### src/rtl/bsg_burst_addr_sequencer.sv
// Burst address sequencer: accepts (addr, len) commands and emits len+1
// consecutive beat addresses under consumer flow control, with abort and chaining.
module bsg_burst_addr_sequencer #(
   parameter int addr_width_p = 32,
   parameter int len_width_p  = 8
) (
   input  logic                    clk_i,
   input  logic                    reset_n_i,
   input  logic                    cmd_v_i,
   input  logic [addr_width_p-1:0] cmd_addr_i,
   input  logic [len_width_p-1:0]  cmd_len_i,
   output logic                    cmd_ready_o,
   output logic                    addr_v_o,
   output logic [addr_width_p-1:0] addr_o,
   output logic                    addr_last_o,
   input  logic                    addr_yumi_i,
   input  logic                    abort_i,
   output logic                    busy_o,
   output logic                    done_o
);

   typedef enum logic [0:0] {
      IDLE  = 1'b0,
      BURST = 1'b1
   } state_e;

   state_e                  state_r, state_n_s;
   logic [addr_width_p-1:0] addr_r, addr_n_s;
   logic [len_width_p-1:0]  beat_r, beat_n_s;
   logic [len_width_p-1:0]  len_r, len_n_s;
   logic                    done_r, done_n_s;
   logic                    last_s;
   logic                    load_s;
   logic                    incr_s;

   // Next-state, counter control and handshake outputs.
   always_comb begin
      state_n_s   = state_r;
      done_n_s    = 1'b0;
      load_s      = 1'b0;
      incr_s      = 1'b0;
      last_s      = 1'b0;
      cmd_ready_o = 1'b0;
      addr_v_o    = 1'b0;
      busy_o      = 1'b0;
      case (state_r)
         IDLE: begin
            cmd_ready_o = 1'b1;
            if (cmd_v_i) begin
               load_s    = 1'b1;
               state_n_s = BURST;
            end else begin
               state_n_s = IDLE;
            end
         end
         BURST: begin
            addr_v_o    = 1'b1;
            busy_o      = 1'b1;
            last_s      = (beat_r == len_r);
            // Ready only on the consuming last beat so the next burst chains without a bubble.
            cmd_ready_o = last_s & addr_yumi_i & ~abort_i;
            if (abort_i) begin
               state_n_s = IDLE;
            end else if (addr_yumi_i && last_s) begin
               done_n_s = 1'b1;
               if (cmd_v_i) begin
                  load_s    = 1'b1;
                  state_n_s = BURST;
               end else begin
                  state_n_s = IDLE;
               end
            end else if (addr_yumi_i) begin
               incr_s = 1'b1;
            end else begin
               state_n_s = BURST;
            end
         end
         default: begin
            state_n_s = IDLE;
         end
      endcase
   end

   // Counter datapath: load on command acceptance, advance on a non-final beat.
   always_comb begin
      addr_n_s = addr_r;
      beat_n_s = beat_r;
      len_n_s  = len_r;
      if (load_s) begin
         addr_n_s = cmd_addr_i;
         beat_n_s = {len_width_p{1'b0}};
         len_n_s  = cmd_len_i;
      end else if (incr_s) begin
         addr_n_s = addr_r + {{(addr_width_p-1){1'b0}}, 1'b1};
         beat_n_s = beat_r + {{(len_width_p-1){1'b0}}, 1'b1};
      end else begin
         addr_n_s = addr_r;
         beat_n_s = beat_r;
      end
   end

   // State and counter registers with synchronous active-low reset.
   always_ff @(posedge clk_i) begin
      if (!reset_n_i) begin
         state_r <= IDLE;
         addr_r  <= {addr_width_p{1'b0}};
         beat_r  <= {len_width_p{1'b0}};
         len_r   <= {len_width_p{1'b0}};
         done_r  <= 1'b0;
      end else begin
         state_r <= state_n_s;
         addr_r  <= addr_n_s;
         beat_r  <= beat_n_s;
         len_r   <= len_n_s;
         done_r  <= done_n_s;
      end
   end

   assign addr_o      = addr_r;
   assign addr_last_o = last_s;
   assign done_o      = done_r;

endmodule

### config.mk
export PLATFORM = sky130hd
export DESIGN_NAME = bsg_burst_addr_sequencer
export DESIGN_NICKNAME = d
export VERILOG_FILES = /design/src/rtl/bsg_burst_addr_sequencer.sv
export SDC_FILE = /design/constraint.sdc
export NUM_CORES = 1
export LEC_CHECK = 0
export CELL_PAD_IN_SITES_DETAIL_PLACEMENT = 1
export CELL_PAD_IN_SITES_GLOBAL_PLACEMENT = 1
export CORE_UTILIZATION = 37
export DETAILED_ROUTE_END_ITERATION = 8
export PLACE_DENSITY = 0.91
export SLEW_MARGIN = 30
export SYNTH_ARGS = -nofsm -noshare
export SYNTH_HDL_FRONTEND = slang
export SYNTH_SLANG_ARGS = --single-unit
### constraint.sdc
create_clock -name clk_i -period 3.6 [get_ports clk_i]
set_input_delay 0.54 -clock clk_i [delete_from_list [all_inputs] [get_ports clk_i]]
set_output_delay 0.54 -clock clk_i [all_outputs]
set_load 0.1 [all_outputs]
== Word level (Yosys, flattened, before mapping) ==
Cells that the tools add are included.

* Memory bits (writable): 0
* Logic and storage cells: 34
* Output and inout bits: 37
* Memory bits (read-only): 0
* Register bits after elaboration: 50
* Memories kept: 0
* Bits in latches: 0
* Input bits: 45

* Mux-type cells: 17
* Bitwise logic cells: 5
* Multipliers: 0
* Eq/ne operators: 1
* $lt $le $gt $ge: 0
* Add/subtract/negate cells: 2
* Divide/modulo/power cells: 0
* Shift operators: 0
* Reductions and logical operators: 4

{| class="wikitable"
|+ Operators by type and width
! operator !! count
|-
| two-way mux 32 bit || 2
|-
| adder 32 x 1 -> 32 bit, second input constant || 1
|-
| two-way mux 1 bit || 12
|-
| adder 8 x 1 -> 8 bit, second input constant || 1
|-
| equality test 8 bit || 1
|-
| one-hot mux 1 bit (2 select lines) || 3
|-
| NOT 1 bit || 3
|-
| OR reduction 3 bit || 1
|-
| AND 1 bit || 2
|-
| nonzero test 2 bit || 1
|-
| OR reduction 2 bit || 1
|-
| logical AND 1 bit || 1
|}

== Logic depth before layout (Yosys ltp) ==
* Depth after elaboration: 7
* Mapped depth: 8
* Depth with buffers taken out: 6

== Least setup slack after synthesis ==
OpenSTA, ideal clock, no wires.

* Path type: register to output
* Start point: register state_r
* End point: output port addr_last_o
* Setup slack: -0.295 ns
* Required time: 3.060 ns
* Path buffers: 0
* Data arrival time: 3.355 ns
* Cell stages (with the launch flop): 3
* Path through: dfxtp_1 inv_1 nor3_1

* Cells in the longest elaborated chain, start to end: 1

{| class="wikitable"
|+ RTL lines
! element !! line !! RTL
|-
| from (decl) || 27 || <nowiki>state_e state_r, state_n_s;</nowiki>
|-
| from (signal assigned) || 111 || <nowiki>state_r <= state_n_s;</nowiki>
|-
| two-way mux 1 bit || 46 || <nowiki>case (state_r)</nowiki>
|-
| to (decl) || 15 || <nowiki>output logic addr_last_o,</nowiki>
|}

Every way passes these cells.

== Worst setup path in the final report ==
* Start point: register beat_r[1]
* End point: output port cmd_ready_o

* Cells in the longest elaborated chain, start to end: 4

{| class="wikitable"
|+ RTL lines
! element !! line !! RTL
|-
| from (decl) || 29 || <nowiki>logic [len_width_p-1:0] beat_r, beat_n_s;</nowiki>
|-
| from (signal assigned) || 107 || <nowiki>beat_r <= {len_width_p{1'b0}};</nowiki>
|-
| from (signal assigned) || 113 || <nowiki>beat_r <= beat_n_s;</nowiki>
|-
| equality test 8 bit || 59 || <nowiki>last_s = (beat_r == len_r);</nowiki>
|-
| AND 1 bit (2 in a row) || 61 || <nowiki>cmd_ready_o = last_s & addr_yumi_i & ~abort_i;</nowiki>
|-
| one-hot mux 1 bit (2 select lines) || 46 ||
|-
| to (decl) || 12 || <nowiki>output logic cmd_ready_o,</nowiki>
|}

Every way passes these cells.

==> results.md <==
- Run status: completed
- Number of vias in the routed layout: ~3200
- Final-layout fill cell count: about 890
- Number of nets at the end of the flow: 480
- CTS H-tree lvls: 2
- Maximum clock insertion buffer count: 2
- PortBufs: between 80 and 90
- Worst-path maximum fanout: 7
- Post-Synthesis Net Count: around 400
- Async set or reset register ratio after synthesis: 0
- Post-detailed-route DRC marker count: 0
- Area of the core: 0.007370 mm2
- Standard cell area after detailed placement: around 0.0038 mm2
- Crit path kind: flip-flop to primary output
- Power Internal: 0.9106 mW
- Clock group share of total power: 0.225
- Top flip-flop cell by instance count after synthesis: dfxtp_1
- Finished layout cell area: 0.003870 mm2
- Worst Tran Pin Value: around 1 ns
- Mapped cell area: between 0.002 and 0.003 mm2
- Flop and latch count out of synthesis: 50
- Top Ports: 82
- Worst path cell trace: xor2_1 -> or4_1 -> nor2_1 -> nand2_1 -> nand2_1 -> buf_4
- Cell Pwr Density: between 400 and 500 mW/mm2
- Clock edge transition at the registers on the reported setup and hold paths: 0.09 ns
- Total number of placement rows: 31
- First-pass iteration count of the detailed router: 4
- Worst EP required: roughly 3.1 ns
- Max transition margin: 0.3418
- Clk root buf: clkbuf_8
- Floorplan die width: ~90 um
- CTS tree: done
- Startpoint of the worst-slack reg-to-reg timing path: beat_r[1]$_SDFFE_PP0P_
- Worst-skew pair later-pin latency: 0.32 ns
- Number of antenna violations at the first check in global routing: 0
- Proportion of netlist area held by the largest area contributor: 0.3478
- Fraction of layout cells with a size suffix above 1: 0.07604
- NetSw: between 0.6 and 0.7 mW
- Average size of a mapped cell: ~8.1 um2
- Vias in the first global route: 3472
- Cell type with the largest total area after synthesis: dfxtp_1
- Critical path's most frequent cell: nand2_1
- TritonCTS Buffers: 5
- Placement Setup Slack: ~0.85 ns
- Final sum of negative setup slack: 0 ns
- Final routed wire length divided by cell count: just under 20 um
- Most instantiated library cell after synthesis: nand2_1
- Sequential share of the synthesized area: 0.3478
- Setup-violating endpoint count in the final report: 0
- Data arrival, critical path: about 2.6 ns
- Period minus WS final: approximately 3.1 ns
- Worst setup slack for register-to-register paths: ~0.96 ns
- Busiest grt layer: met2
- Largest net degree at the start of global routing: 24
- Full die area: 0.008134 mm2
- Fin crit share: 0.8598
- Num Clock Sinks: 50
- Global-route usage over all layers: 0.2578
- Layout overhead on the synthesized area: 34.48%
- Sequential cell fraction of total power: 0.414
- Static Leak: 1.294 nW
- Final hold violation count: 0
- Met3 layer usage reported by global route: 0.05245
- Count of maximum capacitance violations: 0
- # hold bufs at CTS: 0
- Share of total power consumed by net switching: 0.4131
- Number of pins exceeding their max-slew limit in the final report: 0
- Unrepaired setup endpoints after global routing: no
- Worst setup path end: cmd_ready_o
- Via-per-instance ratio: just over 6
- Cell count after synthesis: 355
- Peak VDD IR: around 200 uV
- Synth warnings: 0
- Overflow after GRT: 0
- CP startpoint kind: flip-flop
- Maximum clock rate: 323.1 MHz
- Endpoint of the worst register-to-register path: addr_o[2]$_SDFFE_PN0P_
- Number of enable flip-flop cells after synthesis: 0
- Synth area leaders: dfxtp_1 (35%), nand2_1 (7.3%), a21oi_1 (4.2%)
- Post-CTS Repair Setup Buffers: 0
- Setup slack after layout: between 0.5 and 0.6 ns
- Number of cell instances on the worst register-to-register path: 6
- Overall routed net length: between 10000 and 15000 um
- Total of cells resized after clock tree synthesis: 0
- Smallest hold slack: around 0.48 ns
- Startpoint of the most critical setup path: beat_r[1]$_SDFFE_PP0P_
- Global-route wire length before repair: ~17000 um
- Skew final: 0.006912 ns
- Antenna viol nets, final: 0
- Final core utilization: 0.5251
- Starting utilization of the core area: 0.3905
- Max stage delay on crit path: about 0.7 ns
- Cell with the largest stage delay on the worst path: or4_1
- Synth top cells by count: nand2_1 (56), dfxtp_1 (50), a21oi_1 (24)
- Type of the worst min-delay path: flip-flop to flip-flop
- Global-route track usage on met2: 0.4606
- Critical path capture point type: primary output
- Routability-driven placement congestion ratio: about 0.90
- Number of inserted diodes: 0
- Distinct cell type count after synthesis: 56
- Die span in y: between 90 and 100 um
- Share of total power in combinational logic: 0.360
- Half-perimeter wire length after detailed placement: approximately 7600 um
- Detailed router's first-iteration violation count: ~190
- Fraction of met1 tracks used by global routing: 0.3063
==> metal layers <==
| metal | wire length (um) | vias up |
|---|---|---|
| met3 | 705 | 21 |
| met4 | 165 | 0 |
| met5 | 0 | - |
| met1 | 4276 | 1570 |
| li1 | - | 1511 |
| met2 | 5240 | 125 |
==> cells by family after synthesis <==
| group | Yosys count | synth area share |
|---|---|---|
| mux | 2 | 0.007391 |
| fa+ha+maj | 2 | 0.008694 |
| simple gates | 151 | 0.2765 |
| buf+inv | 31 | 0.05739 |
| compound gates | 100 | 0.2443 |
| xor+xnor | 19 | 0.05783 |
| flops | 50 | 0.3478 |
==> layout make-up <==
| class | instances | area, um2 | area share |
|---|---|---|---|
| inverters | 7 | 26.28 | 0.006790 |
| flip-flops and latches | 50 | 1001 | 0.2586 |
| multi-input cells | 274 | 1717 | 0.4436 |
| clock inverters | 1 | 5.005 | 0.001293 |
| well taps | 99 | 123.9 | 0.03201 |
| clock buffers | 7 | 86.33 | 0.02231 |
| repair buffers | 95 | 910.9 | 0.2354 |
==> power groups by stage <==
stage          Sequential (mW)  Clock, mW  Combinational, mW
6_report                 0.643      0.350              0.559
3_3_place_gp             0.651          0              0.543
3_5_place_dp             0.653          0              0.555
2_1_floorplan            0.858          0              0.176
4_1_cts                  0.642      0.351              0.558
5_1_grt                  0.649      0.370              0.585
==> sequential cells by signal, indices dropped and copies added, names as in the netlist <==
signal,flops
done_o,1
beat_r,8
addr_o,32
state_r,1
len_r,8
==> layout by cell type, fill, tap and decap left out, types with 2 or more instances in the layout <==
master	count
xor2_1	11
a311oi_1	4
nand2_1	56
nand4_1	10
dfxtp_1	50
a211oi_1	6
nor4_1	6
nor2_1	12
and3_1	5
a32oi_1	3
or4_1	10
o311ai_0	4
clkbuf_8	6
inv_1	6
a22oi_1	2
o211ai_1	7
clkdlybuf4s50_1	79
nand3_1	20
o22ai_1	2
and2_1	6
xnor2_1	8
nor4_2	2
or3_1	5
o21ai_0	14
a21oi_1	24
and4_1	8
o31ai_1	3
a31oi_1	12
buf_4	16
o41ai_1	2
ha_1	2
nor3_1	4
a2111oi_0	4
==> metrics by stage <==
step,power (mW),instances
after global placement,1.194,525
final,1.551,533
after CTS,1.551,533
after floorplan,1.034,355
after detailed placement,1.208,525
after global routing,1.604,533
==> worst max-delay path, delay by kind of cell, from the launching register on <==
kind          cells  cell delay, ns
xor+xnor          1            0.17
simple gates      4            1.34
buf+inv           1            0.28
flops             1            0.45
==> worst min-delay path by stage <==
stage | depth (start not counted) | startpoint | end
final | 2 | len_r[4]$_SDFFE_PN0P_ | len_r[4]$_SDFFE_PN0P_
after global routing | 2 | len_r[4]$_SDFFE_PN0P_ | len_r[4]$_SDFFE_PN0P_
after CTS | 2 | len_r[7]$_SDFFE_PN0P_ | len_r[7]$_SDFFE_PN0P_
after detailed placement | 2 | len_r[1]$_SDFFE_PN0P_ | len_r[1]$_SDFFE_PN0P_
after global placement | 2 | len_r[1]$_SDFFE_PN0P_ | len_r[1]$_SDFFE_PN0P_
after floorplan | 2 | len_r[1]$_SDFFE_PN0P_ | len_r[1]$_SDFFE_PN0P_
(Power assumes the default switching activity.)
